$ cat src/rtl/logic_op_arbiter_if.sv
// Request, operand, grant and result-handshake bundle between the client blocks
// and the shared logic-op arbiter.
interface logic_op_arbiter_if #(
    parameter int NUM_REQ = 4,
    parameter int WIDTH   = 8
);
    localparam int IDX_W = $clog2(NUM_REQ);

    logic [NUM_REQ-1:0]       req_in;
    logic [2*NUM_REQ-1:0]     op_in;
    logic [WIDTH*NUM_REQ-1:0] a_in;
    logic [WIDTH*NUM_REQ-1:0] b_in;
    logic [NUM_REQ-1:0]       gnt_out;
    logic                     busy_out;
    logic [WIDTH-1:0]         y_out;
    logic [IDX_W-1:0]         y_id_out;
    logic                     y_valid_out;
    logic                     y_ready_in;

    modport master (
        output req_in, op_in, a_in, b_in, y_ready_in,
        input  gnt_out, busy_out, y_out, y_id_out, y_valid_out
    );

    modport slave (
        input  req_in, op_in, a_in, b_in, y_ready_in,
        output gnt_out, busy_out, y_out, y_id_out, y_valid_out
    );
endinterface

$ cat src/rtl/logic_op_arbiter.sv
// Round-robin arbiter sharing one registered AND/OR/NOT/XOR unit among NUM_REQ
// requesters; one transaction at a time through IDLE -> EXEC -> RESP.
module logic_op_arbiter #(
    parameter int NUM_REQ = 4,
    parameter int WIDTH   = 8
) (
    input  logic                 clk_in,
    input  logic                 rst_n_in,
    logic_op_arbiter_if.slave    bus
);
    localparam int IDX_W = $clog2(NUM_REQ);
    localparam logic [NUM_REQ-1:0] GNT_LSB = {{(NUM_REQ-1){1'b0}}, 1'b1};
    localparam logic [IDX_W-1:0]   PTR_RST = IDX_W'(NUM_REQ - 1);

    typedef enum logic [1:0] {
        IDLE = 2'd0,
        EXEC = 2'd1,
        RESP = 2'd2
    } state_t;

    state_t             state_r, state_nxt_s;
    logic [IDX_W-1:0]   ptr_r, ptr_nxt_s;
    logic [IDX_W-1:0]   win_r, win_nxt_s;
    logic [1:0]         op_r, op_nxt_s;
    logic [WIDTH-1:0]   a_r, a_nxt_s;
    logic [WIDTH-1:0]   b_r, b_nxt_s;
    logic [WIDTH-1:0]   y_r, y_nxt_s;
    logic [IDX_W-1:0]   y_id_r, y_id_nxt_s;
    logic [NUM_REQ-1:0] gnt_r, gnt_nxt_s;
    logic               y_valid_r, y_valid_nxt_s;
    logic               busy_r, busy_nxt_s;

    logic [1:0]         op_arr_s [NUM_REQ];
    logic [WIDTH-1:0]   a_arr_s  [NUM_REQ];
    logic [WIDTH-1:0]   b_arr_s  [NUM_REQ];
    logic [IDX_W-1:0]   cand_s   [NUM_REQ];
    logic [IDX_W-1:0]   pick_s;
    logic               found_s;

    function automatic logic [WIDTH-1:0] logic_eval(
        input logic [1:0]       op,
        input logic [WIDTH-1:0] a,
        input logic [WIDTH-1:0] b
    );
        logic [WIDTH-1:0] r;
        case (op)
            2'b00:   r = a & b;
            2'b01:   r = a | b;
            2'b10:   r = ~a;
            2'b11:   r = a ^ b;
            default: r = {WIDTH{1'b0}};
        endcase
        return r;
    endfunction

    for (genvar i = 0; i < NUM_REQ; i++) begin : g_unpack
        assign op_arr_s[i] = bus.op_in[2*i +: 2];
        assign a_arr_s[i]  = bus.a_in[WIDTH*i +: WIDTH];
        assign b_arr_s[i]  = bus.b_in[WIDTH*i +: WIDTH];
    end

    // Search order: candidate k is the requester k+1 places after the last grant.
    always_comb begin
        for (int k = 0; k < NUM_REQ; k++) begin
            cand_s[k] = IDX_W'((int'(ptr_r) + k + 1) % NUM_REQ);
        end
    end

    // Walking from the far end lets the nearest requesting candidate win.
    always_comb begin
        found_s = 1'b0;
        pick_s  = {IDX_W{1'b0}};
        for (int k = NUM_REQ - 1; k >= 0; k--) begin
            pick_s  = bus.req_in[cand_s[k]] ? cand_s[k] : pick_s;
            found_s = found_s | bus.req_in[cand_s[k]];
        end
    end

    // Sequencer next-state and next values of every registered output.
    always_comb begin
        state_nxt_s   = state_r;
        ptr_nxt_s     = ptr_r;
        win_nxt_s     = win_r;
        op_nxt_s      = op_r;
        a_nxt_s       = a_r;
        b_nxt_s       = b_r;
        y_nxt_s       = y_r;
        y_id_nxt_s    = y_id_r;
        y_valid_nxt_s = y_valid_r;
        gnt_nxt_s     = {NUM_REQ{1'b0}};
        case (state_r)
            IDLE: begin
                if (found_s) begin
                    win_nxt_s   = pick_s;
                    op_nxt_s    = op_arr_s[pick_s];
                    a_nxt_s     = a_arr_s[pick_s];
                    b_nxt_s     = b_arr_s[pick_s];
                    gnt_nxt_s   = GNT_LSB << pick_s;
                    state_nxt_s = EXEC;
                end else begin
                    state_nxt_s = IDLE;
                end
            end
            EXEC: begin
                y_nxt_s       = logic_eval(op_r, a_r, b_r);
                y_id_nxt_s    = win_r;
                y_valid_nxt_s = 1'b1;
                state_nxt_s   = RESP;
            end
            RESP: begin
                if (y_valid_r && bus.y_ready_in) begin
                    y_valid_nxt_s = 1'b0;
                    ptr_nxt_s     = win_r;
                    state_nxt_s   = IDLE;
                end else begin
                    state_nxt_s   = RESP;
                end
            end
            default: begin
                y_valid_nxt_s = 1'b0;
                state_nxt_s   = IDLE;
            end
        endcase
        busy_nxt_s = (state_nxt_s != IDLE);
    end

    // State and output registers; reset discards any in-flight transaction.
    always_ff @(posedge clk_in or negedge rst_n_in) begin
        if (!rst_n_in) begin
            state_r   <= IDLE;
            ptr_r     <= PTR_RST;
            win_r     <= {IDX_W{1'b0}};
            op_r      <= 2'b00;
            a_r       <= {WIDTH{1'b0}};
            b_r       <= {WIDTH{1'b0}};
            y_r       <= {WIDTH{1'b0}};
            y_id_r    <= {IDX_W{1'b0}};
            y_valid_r <= 1'b0;
            gnt_r     <= {NUM_REQ{1'b0}};
            busy_r    <= 1'b0;
        end else begin
            state_r   <= state_nxt_s;
            ptr_r     <= ptr_nxt_s;
            win_r     <= win_nxt_s;
            op_r      <= op_nxt_s;
            a_r       <= a_nxt_s;
            b_r       <= b_nxt_s;
            y_r       <= y_nxt_s;
            y_id_r    <= y_id_nxt_s;
            y_valid_r <= y_valid_nxt_s;
            gnt_r     <= gnt_nxt_s;
            busy_r    <= busy_nxt_s;
        end
    end

    assign bus.gnt_out     = gnt_r;
    assign bus.busy_out    = busy_r;
    assign bus.y_out       = y_r;
    assign bus.y_id_out    = y_id_r;
    assign bus.y_valid_out = y_valid_r;
endmodule

$ cat src/flat_wrapper.sv
// flat-port wrapper written by rule: the top's interface ports become plain ports
module logic_op_arbiter_flat 
#(
    parameter int NUM_REQ = 4,
    parameter int WIDTH   = 8
)
  (clk_in, rst_n_in, bus_req_in, bus_op_in, bus_a_in, bus_b_in, bus_y_ready_in, bus_gnt_out, bus_busy_out, bus_y_out, bus_y_id_out, bus_y_valid_out);
  logic_op_arbiter_if #(.NUM_REQ(NUM_REQ), .WIDTH(WIDTH)) bus_i ();
  input  logic clk_in;
  input  logic rst_n_in;
  input wire logic [$bits(bus_i.req_in)-1:0] bus_req_in;
  input wire logic [$bits(bus_i.op_in)-1:0] bus_op_in;
  input wire logic [$bits(bus_i.a_in)-1:0] bus_a_in;
  input wire logic [$bits(bus_i.b_in)-1:0] bus_b_in;
  input wire logic [$bits(bus_i.y_ready_in)-1:0] bus_y_ready_in;
  output wire logic [$bits(bus_i.gnt_out)-1:0] bus_gnt_out;
  output wire logic [$bits(bus_i.busy_out)-1:0] bus_busy_out;
  output wire logic [$bits(bus_i.y_out)-1:0] bus_y_out;
  output wire logic [$bits(bus_i.y_id_out)-1:0] bus_y_id_out;
  output wire logic [$bits(bus_i.y_valid_out)-1:0] bus_y_valid_out;
  assign bus_i.req_in = bus_req_in;
  assign bus_i.op_in = bus_op_in;
  assign bus_i.a_in = bus_a_in;
  assign bus_i.b_in = bus_b_in;
  assign bus_i.y_ready_in = bus_y_ready_in;
  assign bus_gnt_out = bus_i.gnt_out;
  assign bus_busy_out = bus_i.busy_out;
  assign bus_y_out = bus_i.y_out;
  assign bus_y_id_out = bus_i.y_id_out;
  assign bus_y_valid_out = bus_i.y_valid_out;
  logic_op_arbiter #(.NUM_REQ(NUM_REQ), .WIDTH(WIDTH)) u_core (.clk_in(clk_in), .rst_n_in(rst_n_in), .bus(bus_i));
endmodule
$ cat config.mk
export PLATFORM = sky130hd
export DESIGN_NAME = logic_op_arbiter_flat
export DESIGN_NICKNAME = d
export VERILOG_FILES = /design/src/rtl/logic_op_arbiter_if.sv /design/src/rtl/logic_op_arbiter.sv /design/src/flat_wrapper.sv
export SDC_FILE = /design/constraint.sdc
export NUM_CORES = 1
export LEC_CHECK = 0
export ABC_AREA = 1
export ABC_CLOCK_PERIOD_IN_PS = 1800
export CORE_MARGIN = 2
export CORE_UTILIZATION = 42
export CTS_BUF_LIST = sky130_fd_sc_hd__clkbuf_4 sky130_fd_sc_hd__clkbuf_8 sky130_fd_sc_hd__clkbuf_16
export CTS_CLUSTER_DIAMETER = 150
export DETAILED_ROUTE_END_ITERATION = 10
export PLACE_DENSITY = 0.86
export SYNTH_ARGS = -nofsm -noshare
export SYNTH_HDL_FRONTEND = slang
export SYNTH_SLANG_ARGS = --single-unit
$ cat constraint.sdc
create_clock -name clk_in -period 1.8 [get_ports clk_in]
set_input_delay 0.18 -clock clk_in [delete_from_list [all_inputs] [get_ports clk_in]]
set_output_delay 0.18 -clock clk_in [all_outputs]
set_load 0.02 [all_outputs]
* Yosys cells after proc, flatten, opt, wreduce, memory -nomap -nowiden
Cells that the tools add are included.
** Operators by class
- Muxes and demuxes :: 29
- Eq/ne operators :: 6
- Bitwise operators :: 9
- Order comparisons :: 5
- Add/subtract/negate cells :: 6
- Reductions and logical operators :: 7
- Shifts and indexed selects :: 1
** Operator list (count)
- binary-select mux 8 bit (select 2 bit) :: 2
- two-way mux 8 bit :: 4
- one-hot mux 8 bit (4 select lines) :: 1
- two-way mux 2 bit :: 7
- less-than comparator 2 x 3 -> 1 bit (second input constant) :: 4
- adder 2 bit (second input constant) :: 5
- bitwise AND 8 bit :: 1
- binary-select mux 1 bit (select 2 bit) :: 4
- two-way mux 4 bit :: 2
- inverter 8 bit :: 1
- bitwise OR 8 bit :: 1
- XOR 8 bit :: 1
- equality test 2 bit (second input constant) :: 3
- two-way mux 1 bit :: 6
- one-hot mux 2 bit (3 select lines) :: 1
- AND reduction 2 bit :: 3
- binary-select mux 2 bit (select 2 bit) :: 1
- equality test 2 x 1 -> 1 bit (second input constant) :: 2
- zero test 2 bit :: 2
- left shift 1 x 2 -> 4 bit (first input constant) :: 1
- >= comparator 3 bit (second input constant) :: 1
- inverter 2 -> 3 bit :: 1
- bitwise OR 1 bit :: 3
- one-hot mux 1 bit (3 select lines) :: 1
- 5 further kinds :: 5
** Storage, ports and cells
- Output and inout port bits :: 16
- Flip-flop bits (word level) :: 40

* Depth between registers and ports, before layout
- Depth in word-level cells :: 12
- Mapped depth :: 16
- Gate-level depth less buffers :: 14

* Worst setup path after synthesis
OpenSTA, ideal clock, no wires.
- Path type :: reg2reg
- Start :: reg u_core.ptr_r[0]
- End :: reg u_core.a_r[0]
- Cell stages (with the launch flop) :: 17
- Buffers on the path :: 3
- Clock period less this slack :: 1762 ps
- Setup slack :: 38 ps
- Library setup time :: 117 ps
- Arrival time :: 1644 ps
- Data required time :: 1683 ps
- Cell sequence :: dfstp_2 > buf_6 > inv_6 > nand2_1 > nand2_1 > nand2_1 > nand2_2 > nand2_2 > nand2_2 > nand2_4 > nand2_4 > buf_8 > buf_12 > nand2_2 > nand3_1 > nand3_1 > nand2_1
** On the way
- Longest elaborated chain between the ends :: 12
** Ends and longest elaborated chain
- start, declared :: line logic_op_arbiter.sv:22 : logic [IDX_W-1:0] ptr_r, ptr_nxt_s;
- start signal, assigned :: line logic_op_arbiter.sv:143 : ptr_r <= ptr_nxt_s;
- adder 2 bit (2 in series) :: line logic_op_arbiter.sv:65 : cand_s[k] = IDX_W'((int'(ptr_r) + k + 1) % NUM_REQ);
- binary-select mux 1 bit (select 2 bit) :: line logic_op_arbiter.sv:74, logic_op_arbiter.sv:75
- two-way mux 1 bit (implied by the code) :: line logic_op_arbiter.sv:74, logic_op_arbiter.sv:75
- two-way mux 2 bit (4 in series) :: line logic_op_arbiter.sv:74 : pick_s = bus.req_in[cand_s[k]] ? cand_s[k] : pick_s;
- inverter 2 -> 3 bit (implied by the code) :: line logic_op_arbiter.sv:96 : a_nxt_s = a_arr_s[pick_s];
- binary-select mux 8 bit (select 2 bit) :: line logic_op_arbiter.sv:96
- two-way mux 8 bit (implied by the code) (2 in series) :: line logic_op_arbiter.sv:96
- end signal, assigned :: line logic_op_arbiter.sv:134 : a_r <= {WIDTH{1'b0}};
- end signal, assigned :: line logic_op_arbiter.sv:146 : a_r <= a_nxt_s;
- end, declared :: line logic_op_arbiter.sv:25 : logic [WIDTH-1:0] a_r, a_nxt_s;
Parallel ways exist; a longest one is shown, timed or not. The select of a mux whose other input is x is not followed.
A chain may end at the register's enable or synchronous reset.

* Worst setup path in the final report
- Start :: reg u_core.ptr_r[0]
- End :: reg u_core.op_r[1]
** On the way
- Longest elaborated chain between the ends :: 12
** Ends and longest elaborated chain
- adder 2 bit (2 in series) :: line logic_op_arbiter.sv:65
- binary-select mux 1 bit (select 2 bit) :: line logic_op_arbiter.sv:74, logic_op_arbiter.sv:75
- two-way mux 1 bit (implied by the code) :: line logic_op_arbiter.sv:74, logic_op_arbiter.sv:75
- two-way mux 2 bit (4 in series) :: line logic_op_arbiter.sv:74
- inverter 2 -> 3 bit (implied by the code) :: line logic_op_arbiter.sv:95 : op_nxt_s = op_arr_s[pick_s];
- binary-select mux 2 bit (select 2 bit) :: line logic_op_arbiter.sv:95
- two-way mux 2 bit (implied by the code) (2 in series) :: line logic_op_arbiter.sv:95
- end signal, assigned :: line logic_op_arbiter.sv:145 : op_r <= op_nxt_s;
- end, declared :: line logic_op_arbiter.sv:24 : logic [1:0] op_r, op_nxt_s;
Parallel ways exist; a longest one is shown, timed or not. The select of a mux whose other input is x is not followed.

==> impl_metrics.py <==
metrics = {
    "run_status": {
        "status": "complete, but fails checks",
        "violations": "setup timing",
    },
    "timing": {
        "final_hold_viol_count": 0,
        "fin_skew_ns": 0.00831,
        "setup_violations": 25,
        "rsz0062_at_grt": "yes",
        "maxSlewViolCount": 0,
        "period_needed_ns": 2.06,
        "max_freq_mhz": 486,
        "slew_headroom_pct": 59.2,
        "tns_ns": -4.74,
        "worst_slew_pin_slew_ns": 0.610,
        "finalCritPeriodShare_pct": 114,
        "fin_ws_ns": -0.259,
    },
    "power": {
        "leakagePower_uw": 0.00221,
        "power_switching_uw": 5720,
        "pwr-share-seq_pct": 16.0,
        "internal-power_uw": 5210,
        "peakVddDrop_mv": 1.33,
        "power.share.switching_pct": 52.3,
        "p_total_uw": 10900,
        "power_frac_clock_pct": 7.3,
        "comb_power_share_pct": 76.7,
        "power_density_mw_per_mm2": 2340,
    },
    "floorplan": {
        "initial_core_util_pct": 44.1,
        "die_area_mm2": 0.00742,
        "placementRows": 29,
        "core_area_mm2": 0.00642,
        "io_pins": 95,
        "die_w_um": 86.2,
        "dieHeight_um": 86.2,
    },
    "layout": {
        "area_growth_pct": 64.6,
        "layout_commonest_cell": "clkdlybuf4s50_1",
        "drive_above_1_share_pct": 25.2,
        "antenna_cells": 0,
        "fin_nets": 609,
        "finalInstanceArea_mm2": 0.00467,
        "final_cell_mix": "93 x clkdlybuf4s50_1, 90 x nand2_1, 46 x nand3_1",
        "stdcell_count": 592,
    },
    "synthesis": {
        "yosys_warnings": 0,
        "syn_inst": 399,
        "syn-cell-area_mm2": 0.00284,
        "post-synth-top-area-cell": "dfrtp_1",
        "syn_nets": 494,
        "yosys.area.top_type_share_pct": 33.5,
        "avgSynthCellArea_um2": 7.11,
        "ys_types": 25,
        "ys_seq_elements": 40,
        "yosys-top-cells-area": "dfrtp_1 34%, nand2_1 15%, nand3_1 13%",
        "ys_seq_area_share_pct": 35.4,
    },
    "clocking": {
        "clk_path_buf_depth": 2,
        "clock-root-buffer": "clkbuf_8",
        "clock_latency_ns": 0.31,
        "cts_tree": "done",
        "cts_buffers": 5,
        "cts_htree_levels": 2,
        "clock-sinks": 40,
        "clkSlewWorstSetupHoldPaths_ns": 0.09,
    },
    "setup_path": {
        "cp-startpoint": "u_core.ptr_r[0]",
        "cp_slowest_cell": "dfstp_2",
        "critPathLaunchType": "flop",
        "worst_path_largest_cell_delay_ns": 0.58,
        "cp_max_fo": 7,
        "crit_arrival_ns": 2.30,
        "crit_chain": "buf_12 > inv_12 > nand2_4 > nand2_4 > nand2_2 > nand2_2 > inv_4 > nand3_4 > nand2_8 > clkbuf_16 > nand2_1 > nand3_1 > nand2_1 > nor2_1",
        "required_ns": 2.04,
        "end_kind": "flop",
        "crit-reg2reg-launch": "u_core.ptr_r[0]",
        "path_class": "reg2reg",
    },
    "drt": {
        "drc": 0,
        "drt-pass1-iter-count": 8,
        "vias": 3444,
        "wl_per_cell_um": 19.0,
        "postRouteAntennaNets": 0,
        "totalWireLength_um": 11200,
        "viasPerCell": 5.82,
        "drt_iter0_markers": 268,
    },
    "placed_design": {
        "gp_congestion": 0.819,
        "port_buffers": 94,
        "dp_slack_ns": -0.200,
        "place_hpwl_um": 6220,
        "placed_area_mm2": 0.00382,
        "dp.cells": 568,
    },
    "global_route": {
        "grt_start_max_net_pins": 25,
        "grt_pass1_wl_um": 14300,
        "grt_pass1_vias": 3091,
        "overflow": 0,
        "antenna_found_initial": 0,
        "track_usage_pct": 24.3,
    },
    "run": {
        "cap_viol_max_count": 0,
    },
    "worst_hold_path": {
        "hp-class": "in2async",
    },
}
## sequential cells by signal, summed over array words and instances, names as in the netlist
name                    count
u_core.state_r              2
u_core.bus.y_id_out         2
u_core.ptr_r                2
u_core.bus.busy_out         1
u_core.bus.y_valid_out      1
u_core.op_r                 2
u_core.b_r                  8
u_core.bus.gnt_out          4
u_core.bus.y_out            8
u_core.a_r                  8
u_core.win_r                2
## layer usage
metal	part of all wire (%)	global-route usage [%]	wire, µm	up-vias
li1	-	-	-	1514
met3	6.5	3.27	733	69
met2	50	43.6	5670	236
met1	37	29.4	4140	1625
met5	0	0	0	-
met4	6.2	9.38	702	0
## cell families (layout without fill, tap and decap cells)
kind of cell,count (synthesis),after routing,share of synthesized area [%]
buf+inv,61,176,11.6
compound gates,33,33,6.97
simple gates,249,250,39.0
fa+ha+maj,16,16,7.06
flops,40,40,35.4
## metrics by stage
stage | utilization (%) | hold WS (ns)
after floorplan | - | -0.116
final | 72.6 | 0.401
after detailed placement | 59.6 | 0.199
after global placement | 59.6 | 0.197
after CTS | 65.0 | 0.413
after global routing | 72.6 | 0.443
## synth_stat cells
cell type  number
nand2_4         2
nand2_1       116
buf_2           6
buf_8           1
inv_2           4
inv_6           1
nand2_2        17
a211oi_1        1
o21ai_2         1
dfrtp_1        38
nor2_4          1
dfstp_2         2
nor2_2          1
nand3_1        75
buf_12          1
a21oi_1        10
ha_1           16
o221ai_1        7
inv_1          38
nand4_1         1
nand3_2         1
nor2_1         35
buf_6           8
clkbuf_1        2
o21ai_0        14
## worst paths after layout
| kind | endpoint | slack [ns] | cells after the start |
|---|---|---|---|
| min in group clk_in | u_core.bus.y_out[2] | 0.49 | 2 |
| hold reg to reg | u_core.bus.y_out[2] | 0.49 | 2 |
| hold / removal | u_core.bus.y_out[4] | 0.40 | 2 |
| max in group asynchronous | u_core.ptr_r[0] | 0.74 | 3 |
| setup / recovery | u_core.op_r[1] | -0.26 | 14 |
| setup reg to reg | u_core.op_r[1] | -0.26 | 14 |
## power by group through the flow
| stage | clock network, µW | registers [µW] | logic (µW) |
|---|---|---|---|
| final | 794 | 1750 | 8390 |
| after floorplan | 0 | 1810 | 3980 |
| after global routing | 815 | 1780 | 8930 |
| after detailed placement | 0 | 1740 | 5380 |
| after CTS | 775 | 1700 | 6210 |
| after global placement | 0 | 1720 | 5150 |
## cell type report
class                      count  area [µm²]
sequential                    40        1000
timing repair buffer         124        1330
clock inverter                 3        46.3
clock buffer                   5        68.8
multi-input combinational    299        1930
timing repair inverter         1        7.51
fill                         393        1760
inverter                      43         190
tap                           77        96.3
## worst max-delay path: cells and delay by family (launching register included)
kind                   cells  cell delay [ns]
AND/OR/NAND/NOR           10             0.95
buffers and inverters      4             0.46
flip-flops                 1             0.58
## timing repair
item,4_1_cts,5_1_grt
hold buffers,1,0
cloned,2,3
pin swaps,3,33
buffers inserted,5,5
hold endpoints to repair,22,0
setup endpoints to repair,25,26
resized for setup,40,82
Power figures use the tool's default switching activity.
